File: src/rtl/matrix_row_fetcher.sv
`default_nettype none
// ============================================================================
// Module      : matrix_row_fetcher
// Description : Read-side sequencer for the layer/row weight storage. On a
//               start, it walks the rows of a layer and issues storage reads.
//               The returned rows go through a 2-entry FIFO and are presented
//               on a valid/ready stream with a row tag and a last flag.
//               Optional macro FETCHER_AUTO_ADVANCE_EN: stream every layer
//               from start_layer up to LAYERS-1 back-to-back.
// Revision    : 1.0 - initial release
// ============================================================================
module matrix_row_fetcher #(
   parameter int SIZE   = 3,
   parameter int LAYERS = 4,
   parameter int DATA_W = 96
) (
   input  logic              clk_i,
   input  logic              reset_i,
   input  logic              start_i,
   input  logic [31:0]       start_layer_i,
   output logic              rd_en_o,
   output logic [31:0]       rd_layer_index_o,
   output logic [31:0]       rd_row_index_o,
   input  logic [DATA_W-1:0] rd_data_i,
   output logic              out_valid_o,
   input  logic              out_ready_i,
   output logic [DATA_W-1:0] out_data_o,
   output logic [31:0]       out_row_o,
   output logic              out_last_o,
   output logic              layer_done_o,
   output logic              busy_o,
   output logic              cfg_err_o
);

   localparam logic [31:0] c_LAST_ROW   = 32'(SIZE - 1);
   localparam logic [31:0] c_LAYERS     = 32'(LAYERS);
`ifdef FETCHER_AUTO_ADVANCE_EN
   localparam logic [31:0] c_LAST_LAYER = 32'(LAYERS - 1);
`endif
   // FIFO entry layout: {row data, row tag, last flag}
   localparam int          c_ENTRY_W    = DATA_W + 33;

   typedef enum logic [1:0] {
      S_IDLE  = 2'd0,
      S_FETCH = 2'd1,
      S_DRAIN = 2'd2
   } state_t;

   state_t               state_q, state_d;
   logic [31:0]          layer_q, layer_d;
   logic [31:0]          row_q, row_d;
   logic                 inflight_q;
   logic [31:0]          inflight_row_q;
   logic                 inflight_last_q;
   logic [c_ENTRY_W-1:0] fifo_mem_q [2];
   logic                 wr_ptr_q;
   logic                 rd_ptr_q;
   logic [1:0]           count_q;
   logic                 cfg_err_q;
   logic                 layer_done_q;

   logic                 w_pop;
   logic                 w_push;
   logic                 w_issue;
   logic                 w_row_last;
   logic                 w_cfg_err_d;
   logic [2:0]           w_occupancy;
   logic [c_ENTRY_W-1:0] w_head;

   assign w_pop       = out_valid_o && out_ready_i;
   assign w_push      = inflight_q;
   assign w_row_last  = (row_q == c_LAST_ROW);
   // Slots committed after this edge: stored rows plus the read in flight,
   // minus the row leaving now. A new read is only issued if it will fit.
   assign w_occupancy = {1'b0, count_q} + {2'b00, inflight_q} - {2'b00, w_pop};
   assign w_head      = fifo_mem_q[rd_ptr_q];

   assign rd_en_o          = w_issue;
   assign rd_layer_index_o = layer_q;
   assign rd_row_index_o   = row_q;
   assign out_valid_o      = (count_q != 2'd0);
   assign out_data_o       = w_head[c_ENTRY_W-1:33];
   assign out_row_o        = w_head[32:1];
   assign out_last_o       = w_head[0];
   assign layer_done_o     = layer_done_q;
   assign busy_o           = (state_q != S_IDLE);
   assign cfg_err_o        = cfg_err_q;

   // Next-state, read issue and address counter update
   always_comb begin
      state_d     = state_q;
      layer_d     = layer_q;
      row_d       = row_q;
      w_issue     = 1'b0;
      w_cfg_err_d = 1'b0;
      case (state_q)
         S_IDLE: begin
            if (start_i) begin
               if (start_layer_i < c_LAYERS) begin
                  state_d = S_FETCH;
                  layer_d = start_layer_i;
                  row_d   = '0;
               end else begin
                  w_cfg_err_d = 1'b1;
               end
            end
         end
         S_FETCH: begin
            if (w_occupancy < 3'd2) begin
               w_issue = 1'b1;
               if (w_row_last) begin
                  row_d = '0;
`ifdef FETCHER_AUTO_ADVANCE_EN
                  if (layer_q < c_LAST_LAYER) begin
                     layer_d = layer_q + 32'd1;
                  end else begin
                     state_d = S_DRAIN;
                  end
`else
                  state_d = S_DRAIN;
`endif
               end else begin
                  row_d = row_q + 32'd1;
               end
            end
         end
         S_DRAIN: begin
            if ((count_q == 2'd0) && !inflight_q) begin
               state_d = S_IDLE;
            end
         end
         default: state_d = S_IDLE;
      endcase
   end

   // Sequencer state and address counters
   always_ff @(posedge clk_i or posedge reset_i) begin
      if (reset_i) begin
         state_q <= S_IDLE;
         layer_q <= '0;
         row_q   <= '0;
      end else begin
         state_q <= state_d;
         layer_q <= layer_d;
         row_q   <= row_d;
      end
   end

   // Track the read whose data returns next cycle, with its row tag
   always_ff @(posedge clk_i or posedge reset_i) begin
      if (reset_i) begin
         inflight_q      <= 1'b0;
         inflight_row_q  <= '0;
         inflight_last_q <= 1'b0;
      end else begin
         inflight_q <= w_issue;
         if (w_issue) begin
            inflight_row_q  <= row_q;
            inflight_last_q <= w_row_last;
         end
      end
   end

   // Two-entry row FIFO; push and pop may coincide
   always_ff @(posedge clk_i or posedge reset_i) begin
      if (reset_i) begin
         for (int i = 0; i < 2; i++) begin
            fifo_mem_q[i] <= '0;
         end
         wr_ptr_q <= 1'b0;
         rd_ptr_q <= 1'b0;
         count_q  <= 2'd0;
      end else begin
         if (w_push) begin
            fifo_mem_q[wr_ptr_q] <= {rd_data_i, inflight_row_q, inflight_last_q};
            wr_ptr_q             <= ~wr_ptr_q;
         end
         if (w_pop) begin
            rd_ptr_q <= ~rd_ptr_q;
         end
         if (w_push && !w_pop) begin
            count_q <= count_q + 2'd1;
         end else if (!w_push && w_pop) begin
            count_q <= count_q - 2'd1;
         end
      end
   end

   // Single-cycle status pulses
   always_ff @(posedge clk_i or posedge reset_i) begin
      if (reset_i) begin
         cfg_err_q    <= 1'b0;
         layer_done_q <= 1'b0;
      end else begin
         cfg_err_q    <= w_cfg_err_d;
         layer_done_q <= w_pop && w_head[0];
      end
   end

endmodule
`default_nettype wire

File: config.mk
export PLATFORM = sky130hd
export DESIGN_NAME = matrix_row_fetcher
export DESIGN_NICKNAME = d
export VERILOG_FILES = /design/src/rtl/matrix_row_fetcher.sv
export SDC_FILE = /design/constraint.sdc
export NUM_CORES = 1
export LEC_CHECK = 0
export CAP_MARGIN = 20
export CORE_AREA = 2 2 189 191
export DETAILED_ROUTE_END_ITERATION = 10
export DIE_AREA = 0 0 191 193
export GPL_ROUTABILITY_DRIVEN = 0
export PLACE_DENSITY = 0.81
export SLEW_MARGIN = 10
export SYNTH_ARGS = -nofsm -noshare
export SYNTH_HDL_FRONTEND = slang
export SYNTH_SLANG_ARGS = --single-unit
export TNS_END_PERCENT = 1
File: constraint.sdc
create_clock -name clk_i -period 13.6 [get_ports clk_i]
set_input_delay 2.72 -clock clk_i [delete_from_list [all_inputs] [get_ports clk_i]]
set_output_delay 2.72 -clock clk_i [all_outputs]
set_load 0.02 [all_outputs]
==> out/metrics.cfg <==
[floorplan]
initial_core_util=0.451
row_count=69
pin_count=330
core_um2=35000
die-area_um2=36900
die_w_um=191
die_h_um=193

[layout]
final_cell_mix=mux2_2, dfrtp_1, clkdlybuf4s50_1, nand2_1, clkbuf_16
final_common_cell=mux2_2
area_growth_pct=32.0
nFillCells=2809
drive_gt1_frac=0.317
nets=1620
final_area_um2=20800

[global_routing]
first_global_vias=11000
grt_pass1_wl_um=58500
antenna_found_initial=2
grt_usage=0.198
grt_max_degree=145
overflow=0

[pwr]
leakagePower_nw=9.60
switchingPower_mw=0.462
p_int_mw=1.77
clkPwrFrac=0.462
p_total_mw=2.23
swShare=0.207
p_per_area_nw_per_um2=107
comb_power_share=0.042
p_seq_frac=0.496
ir_drop_uv=81.7

[synth]
synth_compound_gate_area_share=0.0364
syn-num-nets=1304
synth_edf_count=0
synth_cell_types=53
yosysSeqAreaShare=0.577
synth_mux_area_frac=0.278
syn_area_per_cell_um2=13.5
yosysWarnings=0
syn-cell-area_um2=15800
yosys.area_share.simple=0.0817
synth_top_family_by_area=multiplexers
ys_ff_latch=364
synth-xor-area-share=0.00333
synth-adder-area-share=0.00365
synthFlopType=dfrtp_1
async_reset_ff_frac=1.00
synthCells=1168

[worst_setup_path]
crit_arrival_ns=5.54
r2r_cells=11
rr_endpoint=rd_row_index_o[5]
rrSetupSlack_ns=10.23
cp.required_ns=10.88
end_kind=output pin
worstReg2RegStart=count_q[0]
critPathKind=in2out
cp-start-kind=primary input
crit_fanout=32

[routing]
final_antenna_net_count=0
via_count=10600
first_pass_iters=5
wl_per_cell_um=18.7
drtIter0Drc=552
via_per_inst=5.37
routed_wl_um=37000
drc_errors=0

[min_path]
min_from=fifo_mem_q[0]
whs_path_depth=2
hold_class=reg2reg
holdPathEnd=fifo_mem_q[0]

[cts]
ctsHoldBuffers=0
cts_tree=built
cts.sinks=364
cts_buffer_depth=3
clk_root_buffer_cell=clkbuf_16
clkTransAtPathRegs_ns=0.06
cts_setup_buffers=0
cts_max_level=2
numCtsBuffers=40
clock_latency_ns=0.53
cts-resized-gates=0

[sta]
max_slew.worst_pin.slew_ns=1.07
slew_violations=0
setup_viol=0
fmax_mhz=121
rsz0062_at_grt=false
whs_ns=0.479
hold_viol=0
fin_crit_ns=8.26
timing.slew.headroom=0.283
finalCritPeriodShare=0.607
finalClockSkew_ns=0.0233
tns_ns=0

[outcome]
status=complete, no violations

[placement]
port_buffers=329
placed_cell_area_um2=19500
dp_hpwl_um=24600

[job]
drv_cap=0

## Yosys cell counts (8+ instances only)
cell type | n | area (µm²)
a22o_1 | 15 | 131
nor4_1 | 19 | 119
o211ai_1 | 11 | 82.6
clkbuf_1 | 54 | 203
o31ai_1 | 12 | 90.1
mux2_2 | 389 | 4380
a21oi_1 | 9 | 45.0
dfrtp_1 | 364 | 9110
nand4_1 | 11 | 68.8
nand2_1 | 106 | 398
nor2_1 | 15 | 56.3
nor2b_1 | 38 | 238
o21ai_0 | 14 | 70.1
or4_1 | 11 | 82.6
nand3_1 | 14 | 70.1
inv_1 | 8 | 30.0
buf_2 | 9 | 45.0
## critical path: stages
cell and delay (ns):
clkdlybuf4s50_1 0.50, nand2_1 0.11, nor2_1 0.18, o21ai_0 0.14, fa_1 0.54, and3b_1 0.19, nand2_1 0.07, inv_1 0.07
buf_4 0.33, clkdlybuf4s50_1 0.69
## layout make-up
class	instances	area (µm²)	share of cell area
well taps	461	577	0.0277
clock buffers	62	1220	0.0584
flip-flops and latches	364	9110	0.438
repair buffers	344	3430	0.165
diodes	3	7.51	0.000360
inverters	8	37.5	0.00180
multi-input cells	726	6380	0.307
clock inverters	10	63.8	0.00306
## flip-flops by register name (all words and copies together), names as in the netlist
register,count
fifo_mem_q,258
inflight_row_q,32
rd_layer_index_o,32
rd_row_index_o,32
count_q,2
state_q,2
cfg_err_o,1
inflight_last_q,1
inflight_q,1
layer_done_o,1
rd_ptr_q,1
wr_ptr_q,1
## kinds of logic (layout without fill, tap and decap cells)
family | after synthesis | after routing
adder cells (fa/ha/maj) | 4 | 4
buffers and inverters | 78 | 424
flip-flops | 364 | 364
AO/OA/AOI/OAI | 80 | 80
multiplexers | 390 | 390
other | 0 | 3
AND/OR/NAND/NOR | 246 | 246
XOR/XNOR | 6 | 6
## how the worst max path moves through the flow
stage / start / to / slack, ns / cells after the start
6_report: out_ready_i / rd_en_o / 5.34 / 10
2_1_floorplan: reset_i / cfg_err_o / 0.78 / 1
3_5_place_dp: out_ready_i / rd_en_o / 5.36 / 10
5_1_grt: out_ready_i / rd_en_o / 5.13 / 10
4_1_cts: out_ready_i / rd_en_o / 5.34 / 10
3_3_place_gp: out_ready_i / rd_en_o / 5.39 / 10
## per-layer routing
layer	wire (µm)	vias to the layer above	GRT usage	share of wire
met5	0	-	0	0
met1	15000	5406	0.245	0.40
met2	18500	336	0.337	0.50
met4	1300	0	0.0811	0.035
met3	2290	71	0.0447	0.062
li1	-	4818	-	-
## power by group through the flow
stage               registers, mW  logic [mW]  clock network, mW
detailed placement           1.12      0.0933                  0
global route                 1.11       0.102               1.10
floorplan                    1.12      0.0381                  0
CTS                          1.11      0.0940               1.06
finish                       1.11      0.0926               1.03
global placement             1.12      0.0903                  0
## per-stage QoR
stage	cells	util	worst slack (ns)
3_3_place_gp	1902	0.558	5.39
6_report	1978	0.596	5.34
2_1_floorplan	1168	-	0.776
4_1_cts	1974	0.595	5.34
5_1_grt	1977	0.596	5.13
3_5_place_dp	1902	0.558	5.36
Power figures use the tool's default switching activity.
